--- src/rtl/wishbone_master_bridge.sv ---
// wishbone_master_bridge
//
// Converts the memory controller's enable/busy request (0x1xxx_xxxx window)
// into one Wishbone classic master cycle per request. It returns read data and
// a one-cycle completion strobe (wbBusy low) to the controller.
//
// Optional feature macro: WB_TIMEOUT_EN. When it is defined, a bus cycle that
// stays unterminated for TIMEOUT_CYCLES cycles is aborted as if wb_err_i had
// been asserted.
//
// Ports
//   clk, rst          system clock, synchronous active-high reset
//   wbAddress[27:0]   request byte address (bits [1:0] ignored)
//   wbByteSelect[3:0] request byte lanes
//   wbEnable          request valid
//   wbWriteEnable     1 = write, 0 = read
//   wbDataWrite[31:0] request write data
//   wbDataRead[31:0]  read data, valid while wbBusy is low
//   wbBusy            low only in the completion cycle
//   wb_cyc_o, wb_stb_o, wb_we_o, wb_sel_o, wb_adr_o, wb_data_o
//                     registered Wishbone master outputs
//   wb_data_i         slave read data
//   wb_ack_i, wb_err_i slave termination
//   busError          pulse in a completion cycle caused by error or timeout
module wishbone_master_bridge #(
    parameter int unsigned TIMEOUT_CYCLES = 255
) (
    input  logic        clk,
    input  logic        rst,
    input  logic [27:0] wbAddress,
    input  logic [3:0]  wbByteSelect,
    input  logic        wbEnable,
    input  logic        wbWriteEnable,
    input  logic [31:0] wbDataWrite,
    output logic [31:0] wbDataRead,
    output logic        wbBusy,
    output logic        wb_cyc_o,
    output logic        wb_stb_o,
    output logic        wb_we_o,
    output logic [3:0]  wb_sel_o,
    output logic [27:0] wb_adr_o,
    output logic [31:0] wb_data_o,
    input  logic [31:0] wb_data_i,
    input  logic        wb_ack_i,
    input  logic        wb_err_i,
    output logic        busError
);

    // The timeout counter is 8 bits wide, so only 1..255 is meaningful.
    if (TIMEOUT_CYCLES < 1 || TIMEOUT_CYCLES > 255) begin : gBadTimeout
        $error("TIMEOUT_CYCLES must be in 1..255");
    end

    typedef enum logic [1:0] {StIdle, StCycle, StDone} state_t;

    state_t      stateQ, stateD;
    logic        cycQ, cycD;
    logic        stbQ, stbD;
    logic        weQ, weD;
    logic [3:0]  selQ, selD;
    logic [27:0] adrQ, adrD;
    logic [31:0] dataOutQ, dataOutD;
    logic [31:0] readQ, readD;
    logic        busErrQ, busErrD;

`ifdef WB_TIMEOUT_EN
    localparam logic [7:0] TimeoutLimit = 8'(TIMEOUT_CYCLES);
    logic [7:0] cntQ, cntD;
    logic       timeoutHit;
    // cntQ counts completed unterminated cycles; this cycle would be cntQ + 1.
    assign timeoutHit = (cntQ + 8'd1) == TimeoutLimit;
`endif

    always_ff @(posedge clk) begin
        if (rst) begin
            stateQ   <= StIdle;
            cycQ     <= 1'b0;
            stbQ     <= 1'b0;
            weQ      <= 1'b0;
            selQ     <= 4'h0;
            adrQ     <= 28'h0;
            dataOutQ <= 32'h0;
            readQ    <= 32'hFFFF_FFFF;
            busErrQ  <= 1'b0;
`ifdef WB_TIMEOUT_EN
            cntQ     <= 8'h0;
`endif
        end else begin
            stateQ   <= stateD;
            cycQ     <= cycD;
            stbQ     <= stbD;
            weQ      <= weD;
            selQ     <= selD;
            adrQ     <= adrD;
            dataOutQ <= dataOutD;
            readQ    <= readD;
            busErrQ  <= busErrD;
`ifdef WB_TIMEOUT_EN
            cntQ     <= cntD;
`endif
        end
    end

    always_comb begin
        stateD   = stateQ;
        cycD     = cycQ;
        stbD     = stbQ;
        weD      = weQ;
        selD     = selQ;
        adrD     = adrQ;
        dataOutD = dataOutQ;
        readD    = readQ;
        // busError only ever lives for the single DONE cycle.
        busErrD  = 1'b0;
`ifdef WB_TIMEOUT_EN
        cntD     = cntQ;
`endif

        unique case (stateQ)
            // DONE accepts a new request exactly like IDLE (back-to-back).
            StIdle, StDone: begin
                stateD = StIdle;
                if (wbEnable) begin
                    cycD     = 1'b1;
                    stbD     = 1'b1;
                    weD      = wbWriteEnable;
                    selD     = wbByteSelect;
                    adrD     = wbAddress & ~28'h3;
                    dataOutD = wbDataWrite;
                    stateD   = StCycle;
`ifdef WB_TIMEOUT_EN
                    cntD     = 8'h0;
`endif
                end
            end
            StCycle: begin
                if (wb_err_i) begin
                    cycD    = 1'b0;
                    stbD    = 1'b0;
                    weD     = 1'b0;
                    readD   = 32'hFFFF_FFFF;
                    busErrD = 1'b1;
                    stateD  = StDone;
                end else if (wb_ack_i) begin
                    cycD   = 1'b0;
                    stbD   = 1'b0;
                    weD    = 1'b0;
                    if (!weQ) begin
                        readD = wb_data_i;
                    end
                    stateD = StDone;
                end
`ifdef WB_TIMEOUT_EN
                else if (timeoutHit) begin
                    cycD    = 1'b0;
                    stbD    = 1'b0;
                    weD     = 1'b0;
                    readD   = 32'hFFFF_FFFF;
                    busErrD = 1'b1;
                    stateD  = StDone;
                end else begin
                    cntD = cntQ + 8'd1;
                end
`endif
            end
            default: stateD = StIdle;
        endcase
    end

    // Controller-facing outputs come straight from registers.
    assign wbBusy     = (stateQ != StDone);
    assign wbDataRead = readQ;
    assign busError   = busErrQ;
    assign wb_cyc_o   = cycQ;
    assign wb_stb_o   = stbQ;
    assign wb_we_o    = weQ;
    assign wb_sel_o   = selQ;
    assign wb_adr_o   = adrQ;
    assign wb_data_o  = dataOutQ;

endmodule
--- config.mk ---
export PLATFORM = sky130hd
export DESIGN_NAME = wishbone_master_bridge
export DESIGN_NICKNAME = d
export VERILOG_FILES = /design/src/rtl/wishbone_master_bridge.sv
export SDC_FILE = /design/constraint.sdc
export NUM_CORES = 1
export LEC_CHECK = 0
export ABC_AREA = 1
export CAP_MARGIN = 10
export CORE_MARGIN = 3
export CORE_UTILIZATION = 35
export CTS_CLUSTER_DIAMETER = 120
export CTS_CLUSTER_SIZE = 8
export DETAILED_ROUTE_END_ITERATION = 16
export PLACE_DENSITY_LB_ADDON = 0.05
export SLEW_MARGIN = 0
export SYNTH_ARGS = -nofsm -noshare
export SYNTH_HDL_FRONTEND = slang
export SYNTH_SLANG_ARGS = --single-unit
--- constraint.sdc ---
create_clock -name clk -period 1 [get_ports clk]
set_clock_uncertainty 0.05 [all_clocks]
set_input_delay 0.1 -clock clk [delete_from_list [all_inputs] [get_ports clk]]
set_output_delay 0.1 -clock clk [all_outputs]
set_load 0.05 [all_outputs]
Word level (Yosys, flattened, before mapping):

Index checks and enable logic that the tools add are counted.

* register bits: 99
* input port bits: 102
* output and inout bits: 101
* logic and storage cells: 37

* equal/unequal tests: 6
* multiplexer cells: 14
* bitwise operators: 1
* reduce and logical (&&, ||, !) cells: 8

Operator list (count)
* two-way mux 32 bit: 3
* two-way mux 1 bit: 6
* inequality test 2 bit, second input constant: 3
* AND reduction 3 bit: 2
* two-way mux 2 bit: 2
* one-hot mux 1 bit (2 select lines): 2
* one-hot mux 2 bit (2 select lines): 1
* nonzero test 2 bit: 2
* OR reduction 2 bit: 2
* inequality test 3 bit, second input constant: 1
* == test 2 x 1 -> 1 bit, second input constant: 1
* == test 2 bit, second input constant: 1
* logical NOT 2 bit: 1
* AND reduction 2 bit: 1
* NOT 1 bit: 1

Longest topological paths before layout:

Gate-level depths: netlist (run 1).

* depth in word-level cells: 4
* mapped depth: 6
* depth with buffers taken out: 5

Least setup slack after synthesis (run 1):

No wires, ideal clock.

* kind: reg2reg
* start: reg weQ, in the netlist wb_we_o
* end: reg readQ[21], in the netlist wbDataRead[21]
* setup time: 0.130 ns
* arrival time: 1.124 ns
* data required time: 0.820 ns
* setup slack: -0.304 ns
* cell stages (with the launch flop): 5
* buffers on the path: 1
* period minus slack after synthesis: 1.304 ns
* path through: dfxtp_1 > nand2_4 > buf_2 > nand3_1 > nand3_1

* longest elaborated chain between the ends: 2

RTL lines
* from (decl): RTL line 59 `logic weQ, weD;`
* from (signal assigned): RTL line 92 `weQ <= weD;`
* inequality test 2 bit (no source line)
* AND reduction 3 bit (no source line)
* to (signal assigned): RTL line 96 `readQ <= readD;`
* to (decl): RTL line 63 `logic [31:0] readQ, readD;`

No other way between the ends.
A chain may end at the register's enable or synchronous reset.

Final worst setup path (run 1):

* start: in wb_err_i
* end: reg readQ[8], in the netlist wbDataRead[8]

* longest elaborated chain between the ends: 2
* elaborated cells between the ends (all ways): 4
* those cells by class: eq/ne: 1; mux: 1; reduce/logical: 2

RTL lines
* from (decl): RTL line 45 `input logic wb_err_i,`
* inequality test 2 bit (no source line) / nonzero test 2 bit (equally long branches)
* AND reduction 3 bit (no source line)

Several ways; a longest one is shown, not always the timed one.

==> flow_metrics.env, run 1 <==
export IMPL_finalHoldViolations=0
export IMPL_drv_slew=0
export IMPL_drt_total_wl_um=12500
export IMPL_netlist_top_cells_area="dfxtp_1 52%, nor2_1 12%, nand3_1 8.5%, o21ai_1 5.3%, or2_1 4.5%"
export IMPL_max_cap_violations=0
export IMPL_die_area_um2=12100
export IMPL_cts_tree="built"
export IMPL_clock_sinks=99
export IMPL_final_cells=828
export IMPL_critPathLaunchType="input pin"
export IMPL_status="finished with violations"
export IMPL_cts_root_buf="clkbuf_8"
export IMPL_drive_gt1_frac=0.436
export IMPL_core_um2=10400
export IMPL_drcViolationCount=0
export IMPL_antenna_found_initial=0
export IMPL_ys_ff_latch=99
export IMPL_finalCriticalPeriod_ps=1170
export IMPL_syn_area_per_cell_um2=7.92
export IMPL_violations="negative setup slack"
export IMPL_cts_hold_buf=0
export IMPL_die_x_um=110
export IMPL_rows=37
export IMPL_max_stage_delay_ps=500
export IMPL_synth_warnings=0
export IMPL_multiInputGateArea_um2=1700
export IMPL_crit_arrival_ps=1360
export IMPL_synth_edff_count=0
export IMPL_max_freq_ghz=0.851
export IMPL_place_area_um2=6930
export IMPL_ir_worst_vdd_v=0.000879
export IMPL_finalSetupTns_ps=-10970
export IMPL_slowest_stage="clkdlybuf4s50_1"
export IMPL_dp_cells=795
export IMPL_syn_area_um2=3780
export IMPL_power_density_nw_per_um2=1430
export IMPL_area_growth_syn_to_layout_pct=103
export IMPL_vias=3932
export IMPL_yosysMostFrequentCell="nor2_1"
export IMPL_drtPass1Iterations=4
export IMPL_nFillCells=773
export IMPL_fin_nets=790
export IMPL_post_drt_wl_per_cell_um=15.1
export IMPL_yosys_area_top_type_share=0.525
export IMPL_cp_data_required_time_ps=1190
export IMPL_grt_max_degree=48
export IMPL_yosysUniqueCellTypes=22
export IMPL_grt_util_all_layers=0.199
export IMPL_dpl_hpwl_um=9070
export IMPL_ys_seq_area_frac=0.525
export IMPL_yosys_top_cells_count="125 x nor2_1, 99 x dfxtp_1, 64 x nand3_1"
export IMPL_leakage_nw=3.22
export IMPL_ys_async_sr_fraction=0
export IMPL_grt_pass1_vias=3690
export IMPL_io_buffers=198
export IMPL_n_antenna_cell=0
export IMPL_p_total_mw=11.0
export IMPL_start_util=0.363
export IMPL_drtIter0Drc=141
export IMPL_regArea_um2=2140
export IMPL_clockBufferDepth=2
export IMPL_setup_slack_ps=-175
export IMPL_place_congestion=0.758
export IMPL_yosys_area_top_type="dfxtp_1"
export IMPL_hold_path_class="input pin to flip-flop"
export IMPL_setup_viol_count_final=151
export IMPL_viasPerCell=4.75
export IMPL_die_h_um=110
export IMPL_cp_max_fo=32
export IMPL_dp_worst_setup_slack_ps=-750
export IMPL_setup_worst_path_end_class="flip-flop"
export IMPL_antenna_left=0
export IMPL_crit_chain="clkdlybuf4s50_1 -> buf_4 -> or2_2 -> nand3_1 -> nand3_1"
export IMPL_critical_path_class="input pin to flip-flop"
export IMPL_rsz0062_at_grt="yes"
export IMPL_final_area_um2=7670
export IMPL_grt_pass1_wl_um=18600
export IMPL_crit_top_cell="nand3_1"
export IMPL_netlist_instances=477
export IMPL_ys_flop_type="dfxtp_1"
export IMPL_io_pins=203
export IMPL_r2r_slack_ps=-170
export IMPL_clkTransAtPathRegs_ps=90
export IMPL_fin_crit_sh=1.17
export IMPL_grt_overflow=0
export IMPL_cts_buffers=9
export IMPL_clk_latency_ps=350
export IMPL_cts_max_level=3
report_power, final:
part | switching [mW] | leakage (nW) | internal (mW)
Sequential | 0.331 | 0.830 | 4.30
Combinational | 1.90 | 2.30 | 1.96
Clock | 1.29 | 0.0977 | 1.18
Total | 3.52 | 3.22 | 7.44
layout make-up:
class | count | area share
flip-flops and latches | 99 | 0.278
clock inverters | 1 | 0.000652
well taps | 136 | 0.0222
clock buffers | 14 | 0.0240
multi-input cells | 336 | 0.222
repair buffers | 236 | 0.448
inverters | 6 | 0.00489
cell families (layout without fill, tap and decap cells):
| group | after synthesis | count (layout) | share of synthesized area |
|---|---|---|---|
| AND/OR/NAND/NOR | 267 | 268 | 0.318 |
| flip-flops | 99 | 99 | 0.525 |
| AO/OA/AOI/OAI | 66 | 66 | 0.0874 |
| buffers and inverters | 44 | 257 | 0.0686 |
| other | 1 | 2 | 0.000993 |
stage by stage:
step | hold slack, ps | utilization
floorplan | 112 | -
finish | 278 | 0.737
CTS | 265 | 0.712
detailed placement | 447 | 0.665
global route | 263 | 0.737
global placement | 439 | 0.665
placed cells by master, fill, tap and decap left out, drive strengths merged:
cell,synthesis,final
nand2,41,41
clkinv,0,1
clkbuf,9,14
or2,32,32
conb,1,2
nor3,1,1
nor2,128,129
o21ai,63,63
dfxtp,99,99
clkdlybuf4s50,0,99
inv,6,6
nand3,65,65
buf,29,137
a21oi,3,3
repair_timing:
action,in CTS,in global routing
gates resized for setup,128,65
pin swaps,4,2
cloned,2,0
setup endpoints to repair,197,197
buffers inserted,5,11
sequential cells by signal (all words and copies together), names as in the netlist:
| name | count |
|---|---|
| busError | 1 |
| stateQ | 2 |
| wbDataRead | 32 |
| wb_adr_o | 26 |
| wb_data_o | 32 |
| wb_sel_o | 4 |
| wb_stb_o | 1 |
| wb_we_o | 1 |
final timing paths:
check                   endpoint      startpoint  cells past startpoint
hold reg to reg   wbDataRead[28]  wbDataRead[28]                      2
hold / removal           wb_we_o   wbWriteEnable                      3
setup / recovery   wbDataRead[8]        wb_err_i                      5
setup reg to reg    wb_adr_o[25]       stateQ[0]                      7
worst max-delay path, delay by kind of cell:
| family | cells | cell delay (ps) |
|---|---|---|
| AND/OR/NAND/NOR | 3 | 480 |
| buffers and inverters | 2 | 770 |
routing by layer:
layer / part of all wire / GRT usage / vias up
met5: 0 / 0 / -
met4: 0.023 / 0.0730 / 0
met3: 0.099 / 0.0816 / 20
met2: 0.51 / 0.346 / 151
met1: 0.37 / 0.217 / 1800
li1: - / - / 1961
Power figures use the tool's default switching activity.
==> inputs of run 2 (changes only) <==
--- a/config.mk
+++ b/config.mk
@@ -5,14 +5,13 @@
 export SDC_FILE = /design/constraint.sdc
 export NUM_CORES = 1
 export LEC_CHECK = 0
-export ABC_AREA = 1
 export CAP_MARGIN = 10
 export CORE_MARGIN = 3
-export CORE_UTILIZATION = 35
+export CORE_UTILIZATION = 36
 export CTS_CLUSTER_DIAMETER = 120
-export CTS_CLUSTER_SIZE = 8
+export CTS_CLUSTER_SIZE = 12
 export DETAILED_ROUTE_END_ITERATION = 16
-export PLACE_DENSITY_LB_ADDON = 0.05
+export PLACE_DENSITY_LB_ADDON = 0.12
 export SLEW_MARGIN = 0
 export SYNTH_ARGS = -nofsm -noshare
 export SYNTH_HDL_FRONTEND = slang
==> flow_metrics.env, run 2 <==
export IMPL_hold_path_class="input pin to flip-flop"
export IMPL_yosysUniqueCellTypes=23
export IMPL_clkTransAtPathRegs_ps=70
export IMPL_max_freq_ghz=0.745
export IMPL_nFillCells=676
export IMPL_setup_viol_count_final=132
export IMPL_start_util=0.374
export IMPL_drt_total_wl_um=15400
export IMPL_core_um2=11000
export IMPL_fin_crit_sh=1.34
export IMPL_finalHoldViolations=0
export IMPL_viasPerCell=5.03
export IMPL_timing_hold_ws_ps=191
export IMPL_dpl_hpwl_um=9260
export IMPL_clockBufferDepth=2
export IMPL_cp_data_required_time_ps=1200
export IMPL_final_common_cell="nand2_1"
export IMPL_max_cap_violations=0
export IMPL_io_pins=203
export IMPL_drtPass1Iterations=4
export IMPL_status="finished with violations"
export IMPL_ys_ff_latch=99
export IMPL_grt_util_all_layers=0.217
export IMPL_netlist_instances=478
export IMPL_p_total_mw=11.4
export IMPL_ys_seq_area_frac=0.483
export IMPL_drcViolationCount=0
export IMPL_cts_root_buf="clkbuf_16"
export IMPL_cts_max_level=3
export IMPL_reg2reg_depth=5
export IMPL_multiInputGateArea_um2=2120
export IMPL_crit_arrival_ps=1540
export IMPL_rows=38
export IMPL_ys_flop_type="dfxtp_1"
export IMPL_regArea_um2=2120
export IMPL_fin_nets=835
export IMPL_syn_area_um2=4100
export IMPL_critPathLaunchType="flip-flop"
export IMPL_critical_path_class="flip-flop to flip-flop"
export IMPL_grt_max_degree=54
export IMPL_place_congestion=0.816
export IMPL_clk_latency_ps=340
export IMPL_synth_warnings=0
export IMPL_grt_overflow=0
export IMPL_yosys_top_cells_count="125 x nand2_1, 99 x dfxtp_1, 65 x a21oi_1"
export IMPL_die_area_um2=12700
export IMPL_yosysMostFrequentCell="nand2_1"
export IMPL_netlist_top_cells_area="dfxtp_1 48%, nand2_1 11%, a21oi_1 7.9%, o21bai_1 5.9%, nor3_2 5.1%"
export IMPL_violations="negative setup slack"
export IMPL_yosys_area_top_type_share=0.483
export IMPL_dp_worst_setup_slack_ps=-474
export IMPL_setup_worst_path_end_class="flip-flop"
export IMPL_n_antenna_cell=0
export IMPL_antenna_left=0
export IMPL_antenna_found_initial=0
export IMPL_syn_area_per_cell_um2=8.59
export IMPL_final_cell_mix="115 x nand2_1, 110 x buf_12, 97 x clkdlybuf4s50_1, 95 x dfxtp_2, 39 x a21oi_1"
export IMPL_clock_sinks=99
export IMPL_cts_tree="built"
export IMPL_grt_pass1_wl_um=22400
export IMPL_power_density_nw_per_um2=1300
export IMPL_die_h_um=113
export IMPL_io_buffers=198
export IMPL_cts_hold_buf=0
export IMPL_holdPathStages=3
export IMPL_area_growth_syn_to_layout_pct=114
export IMPL_ys_async_sr_fraction=0
export IMPL_die_x_um=113
export IMPL_cp_max_fo=8
export IMPL_post_drt_wl_per_cell_um=17.5
export IMPL_ir_worst_vdd_v=0.000932
export IMPL_drive_gt1_frac=0.565
export IMPL_grt_pass1_vias=4428
export IMPL_yosys_area_top_type="dfxtp_1"
export IMPL_vias=4414
export IMPL_drtIter0Drc=208
export IMPL_cts_buffers=9
export IMPL_rsz0062_at_grt="yes"
export IMPL_finalCriticalPeriod_ps=1340
export IMPL_drv_slew=0
export IMPL_setup_slack_ps=-342
export IMPL_leakage_nw=3.55
export IMPL_synth_edff_count=0
==> run 2: changes by cell type after synthesis, sizes merged, moves of 32 or more <==
cell	delta
nor2	-126
o22ai	+32
o21bai	+32
nand3	-65
o21ai	-62
nor3	+32
nand2	+84
a21oi	+62
==> run 2: critical path, stage by stage, from the launching register on <==
cell       delay (ps)
dfxtp_2           330
buf_6             120
nor2b_4           170
bufbuf_16         300
o22ai_1            90
o21bai_1          190
==> run 2: metrics by stage <==
| stage | instance area [um^2] | util | TNS, ps | instances |
|---|---|---|---|---|
| 3_5_place_dp | 7530 | 0.686 | -40320 | 828 |
| 2_1_floorplan | 4200 | - | -6170 | 479 |
| 5_1_grt | 8780 | 0.799 | -33440 | 878 |
| 3_3_place_gp | 7530 | 0.686 | -37280 | 828 |
| 6_report | 8780 | 0.799 | -26480 | 878 |
| 4_1_cts | 8300 | 0.756 | -24910 | 857 |
==> run 2: final cells by class <==
class / instances / share of cell area
Sequential cell: 99 / 0.241
Tap cell: 140 / 0.0200
Clock buffer: 12 / 0.0305
Clock inverter: 4 / 0.00798
Timing Repair Buffer: 290 / 0.459
Multi-Input combinational cell: 333 / 0.241
==> run 2: cells by family (layout without fill, tap and decap cells) <==
logic type,Yosys count,in the layout,synth area share
compound gates,131,131,0.190
other cells,1,2,0.000914
simple gates,200,200,0.245
buf+inv,47,306,0.0814
flops,99,99,0.483
==> run 2: path summary, 6_finish.rpt <==
kind                 from             to  slack, ps
max             stateQ[1]  wbDataRead[6]       -340
min                   rst    wb_adr_o[7]        190
max reg2reg     stateQ[1]  wbDataRead[6]       -340
min reg2reg  wb_adr_o[11]   wb_adr_o[11]        420
==> run 2: power breakdown <==
group	switching, mW	internal (mW)	leakage [nW]
Combinational	1.51	1.61	2.56
Sequential	0.193	4.17	0.822
Clock	1.53	2.41	0.168
Total	3.22	8.18	3.55
==> run 2: timing repair <==
action	in CTS	in global routing
gates cloned	3	4
endpoints found under the setup margin	197	197
pin swaps	3	18
endpoints found under the hold margin	0	0
buffers inserted	14	18
resized for setup	140	65
==> run 2: routing by layer <==
layer	GRT usage	routed length, um	vias up
met5	0	0	-
met3	0.0802	1210	15
met2	0.378	8020	143
met4	0.0633	174	0
li1	-	-	2122
met1	0.249	5990	2134
==> inputs of run 3 (changes only) <==
--- a/config.mk
+++ b/config.mk
@@ -7,11 +7,12 @@
 export LEC_CHECK = 0
 export CAP_MARGIN = 10
 export CORE_MARGIN = 3
-export CORE_UTILIZATION = 36
+export CORE_UTILIZATION = 40
 export CTS_CLUSTER_DIAMETER = 120
 export CTS_CLUSTER_SIZE = 12
 export DETAILED_ROUTE_END_ITERATION = 16
 export PLACE_DENSITY_LB_ADDON = 0.12
+export SETUP_SLACK_MARGIN = 0.02
 export SLEW_MARGIN = 0
 export SYNTH_ARGS = -nofsm -noshare
 export SYNTH_HDL_FRONTEND = slang
==> constraint.sdc (replaced) <==
create_clock -name clk -period 1.4 [get_ports clk]
set_clock_uncertainty 0.05 [all_clocks]
set_input_delay 0.14 -clock clk [delete_from_list [all_inputs] [get_ports clk]]
set_output_delay 0.14 -clock clk [all_outputs]
set_load 0.05 [all_outputs]
==> flow_metrics.env, run 3 (synthesized netlist as in run 2, its figures left out) <==
export IMPL_n_antenna_cell=0
export IMPL_final_common_cell="nand2_1"
export IMPL_r2r_slack_ps=120
export IMPL_cts_max_level=3
export IMPL_die_x_um=107
export IMPL_use_met1=0.234
export IMPL_holdPathStages=2
export IMPL_clkTransAtPathRegs_ps=90
export IMPL_finalSetupTns_ps=0
export IMPL_viasPerCell=4.92
export IMPL_pwr_share_clk=0.257
export IMPL_setup_viol_count_final=0
export IMPL_timing_hold_ws_ps=170
export IMPL_grt_pass1_wl_um=19200
export IMPL_post_drt_wl_per_cell_um=15.4
export IMPL_power_density_nw_per_um2=909
export IMPL_cp_max_fo=32
export IMPL_drt_total_wl_um=12200
export IMPL_rows=36
export IMPL_die_area_um2=11500
export IMPL_antenna_left=0
export IMPL_crit_chain="nand4bb_2 -> buf_12 -> nor3_1 -> o21bai_1"
export IMPL_gr_usage_met3=0.0816
export IMPL_nFillCells=675
export IMPL_vias=3894
export IMPL_antenna_found_initial=0
export IMPL_grt_util_all_layers=0.208
export IMPL_ir_worst_vdd_v=0.000596
export IMPL_clock_sinks=99
export IMPL_r2r_end="wbDataRead[0]"
export IMPL_critPathLaunchType="flip-flop"
export IMPL_place_congestion=0.752
export IMPL_cp_data_required_time_ps=1590
export IMPL_p_total_mw=6.67
export IMPL_dpl_hpwl_um=8880
export IMPL_r2r_start="stateQ[1]"
export IMPL_max_cap_violations=0
export IMPL_critical_path_class="flip-flop to flip-flop"
export IMPL_finalCriticalPeriod_ps=1280
export IMPL_max_freq_ghz=0.782
export IMPL_io_buffers=198
export IMPL_clockBufferDepth=2
export IMPL_power_frac_seq=0.465
export IMPL_hold_start="rst"
export IMPL_busiest_layer="met2"
export IMPL_post_cts_buffers=0
export IMPL_cts_resized=1
export IMPL_drive_gt1_frac=0.283
export IMPL_cts_buffers=9
export IMPL_area_growth_syn_to_layout_pct=78.9
export IMPL_max_stage_delay_ps=370
export IMPL_cts_hold_buf=0
export IMPL_clk_latency_ps=360
export IMPL_reg2reg_depth=4
export IMPL_grt_pass1_vias=3819
export IMPL_io_pins=203
export IMPL_swShare=0.305
export IMPL_die_h_um=107
export IMPL_drtIter0Drc=200
export IMPL_cts_tree="built"
export IMPL_whs_endpoint="wb_data_o[2]"
export IMPL_met2_usage=0.363
export IMPL_critical_path_buf_inv_count=1
export IMPL_internal_power_mw=4.64
export IMPL_grt_overflow=0
export IMPL_netSwitchingPower_mw=2.03
export IMPL_cts_root_buf="clkbuf_8"
export IMPL_final_cell_mix="125 x nand2_1, 110 x buf_12, 97 x dfxtp_1, 97 x clkdlybuf4s50_1, 65 x a21oi_1"
export IMPL_drv_slew=0
export IMPL_drcViolationCount=0
export IMPL_p_comb_frac=0.279
export IMPL_start_util=0.416
export IMPL_crit_arrival_ps=1470
export IMPL_finalHoldViolations=0
export IMPL_final_area_um2=7340
export IMPL_drtPass1Iterations=4
export IMPL_slowest_stage="dfxtp_1"
export IMPL_rsz0062_at_grt="no"
export IMPL_status="completed"
export IMPL_place_area_um2=7150
export IMPL_setup_worst_path_end_class="flip-flop"
export IMPL_core_um2=9860
export IMPL_hold_path_class="input pin to flip-flop"
export IMPL_fin_nets=755
export IMPL_final_util=0.744
export IMPL_grt_max_degree=43
export IMPL_path_delay_family="simple AND/OR/NAND/NOR gates"
export IMPL_leakage_nw=2.93
export IMPL_fin_crit_sh=0.913
-- run 3: changes by cell type in the layout (fill, tap and decap cells not counted), moves of 10 or more --
| cell | delta |
|---|---|
| a21oi_1 | +26 |
| a21oi_2 | -26 |
| buf_4 | -36 |
| buf_6 | -37 |
| clkbuf_16 | -13 |
| clkbuf_8 | +10 |
| dfxtp_1 | +97 |
| dfxtp_2 | -93 |
| nand2_1 | +10 |
| nand2_2 | -10 |
| nor3_1 | +10 |
-- run 3: how the worst max path moves through the flow --
stage | start | to | cells past startpoint
final | stateQ[1] | wbDataRead[0] | 4
after CTS | stateQ[0] | wbBusy | 2
after global placement | wb_ack_i | wbDataRead[30] | 5
after detailed placement | wb_ack_i | wbDataRead[29] | 5
after global routing | stateQ[0] | wb_data_o[0] | 4
after floorplan | wb_we_o | wbDataRead[11] | 5
-- run 3: power by group through the flow --
| stage | combinational, mW | sequential [mW] | clock (mW) |
|---|---|---|---|
| after floorplan | 0.466 | 3.54 | 0 |
| after global placement | 1.84 | 3.16 | 0 |
| after detailed placement | 1.86 | 3.17 | 0 |
| after CTS | 1.87 | 3.10 | 1.76 |
| after global routing | 1.95 | 3.12 | 1.88 |
| final | 1.86 | 3.10 | 1.71 |
-- run 3: final cells by class --
| cell class | instances | area (um^2) | share of cell area |
|---|---|---|---|
| Timing Repair Buffer | 210 | 3190 | 0.435 |
| Clock buffer | 13 | 159 | 0.0216 |
| Multi-Input combinational cell | 333 | 1820 | 0.248 |
| Tap cell | 133 | 166 | 0.0227 |
| Clock inverter | 3 | 21.3 | 0.00290 |
| Sequential cell | 99 | 1980 | 0.270 |
-- run 3: through the flow --
| stage | cells | worst slack [ps] |
|---|---|---|
| floorplan | 479 | 153 |
| detailed placement | 775 | -89.9 |
| global route | 791 | 49.0 |
| global placement | 775 | -34.0 |
| CTS | 791 | 72.5 |
| finish | 791 | 121 |
-- run 3: per-layer routing --
metal	vias up	share of wire
met4	0	0.017
met1	1798	0.39
li1	1948	-
met3	13	0.089
met5	-	0
met2	135	0.50
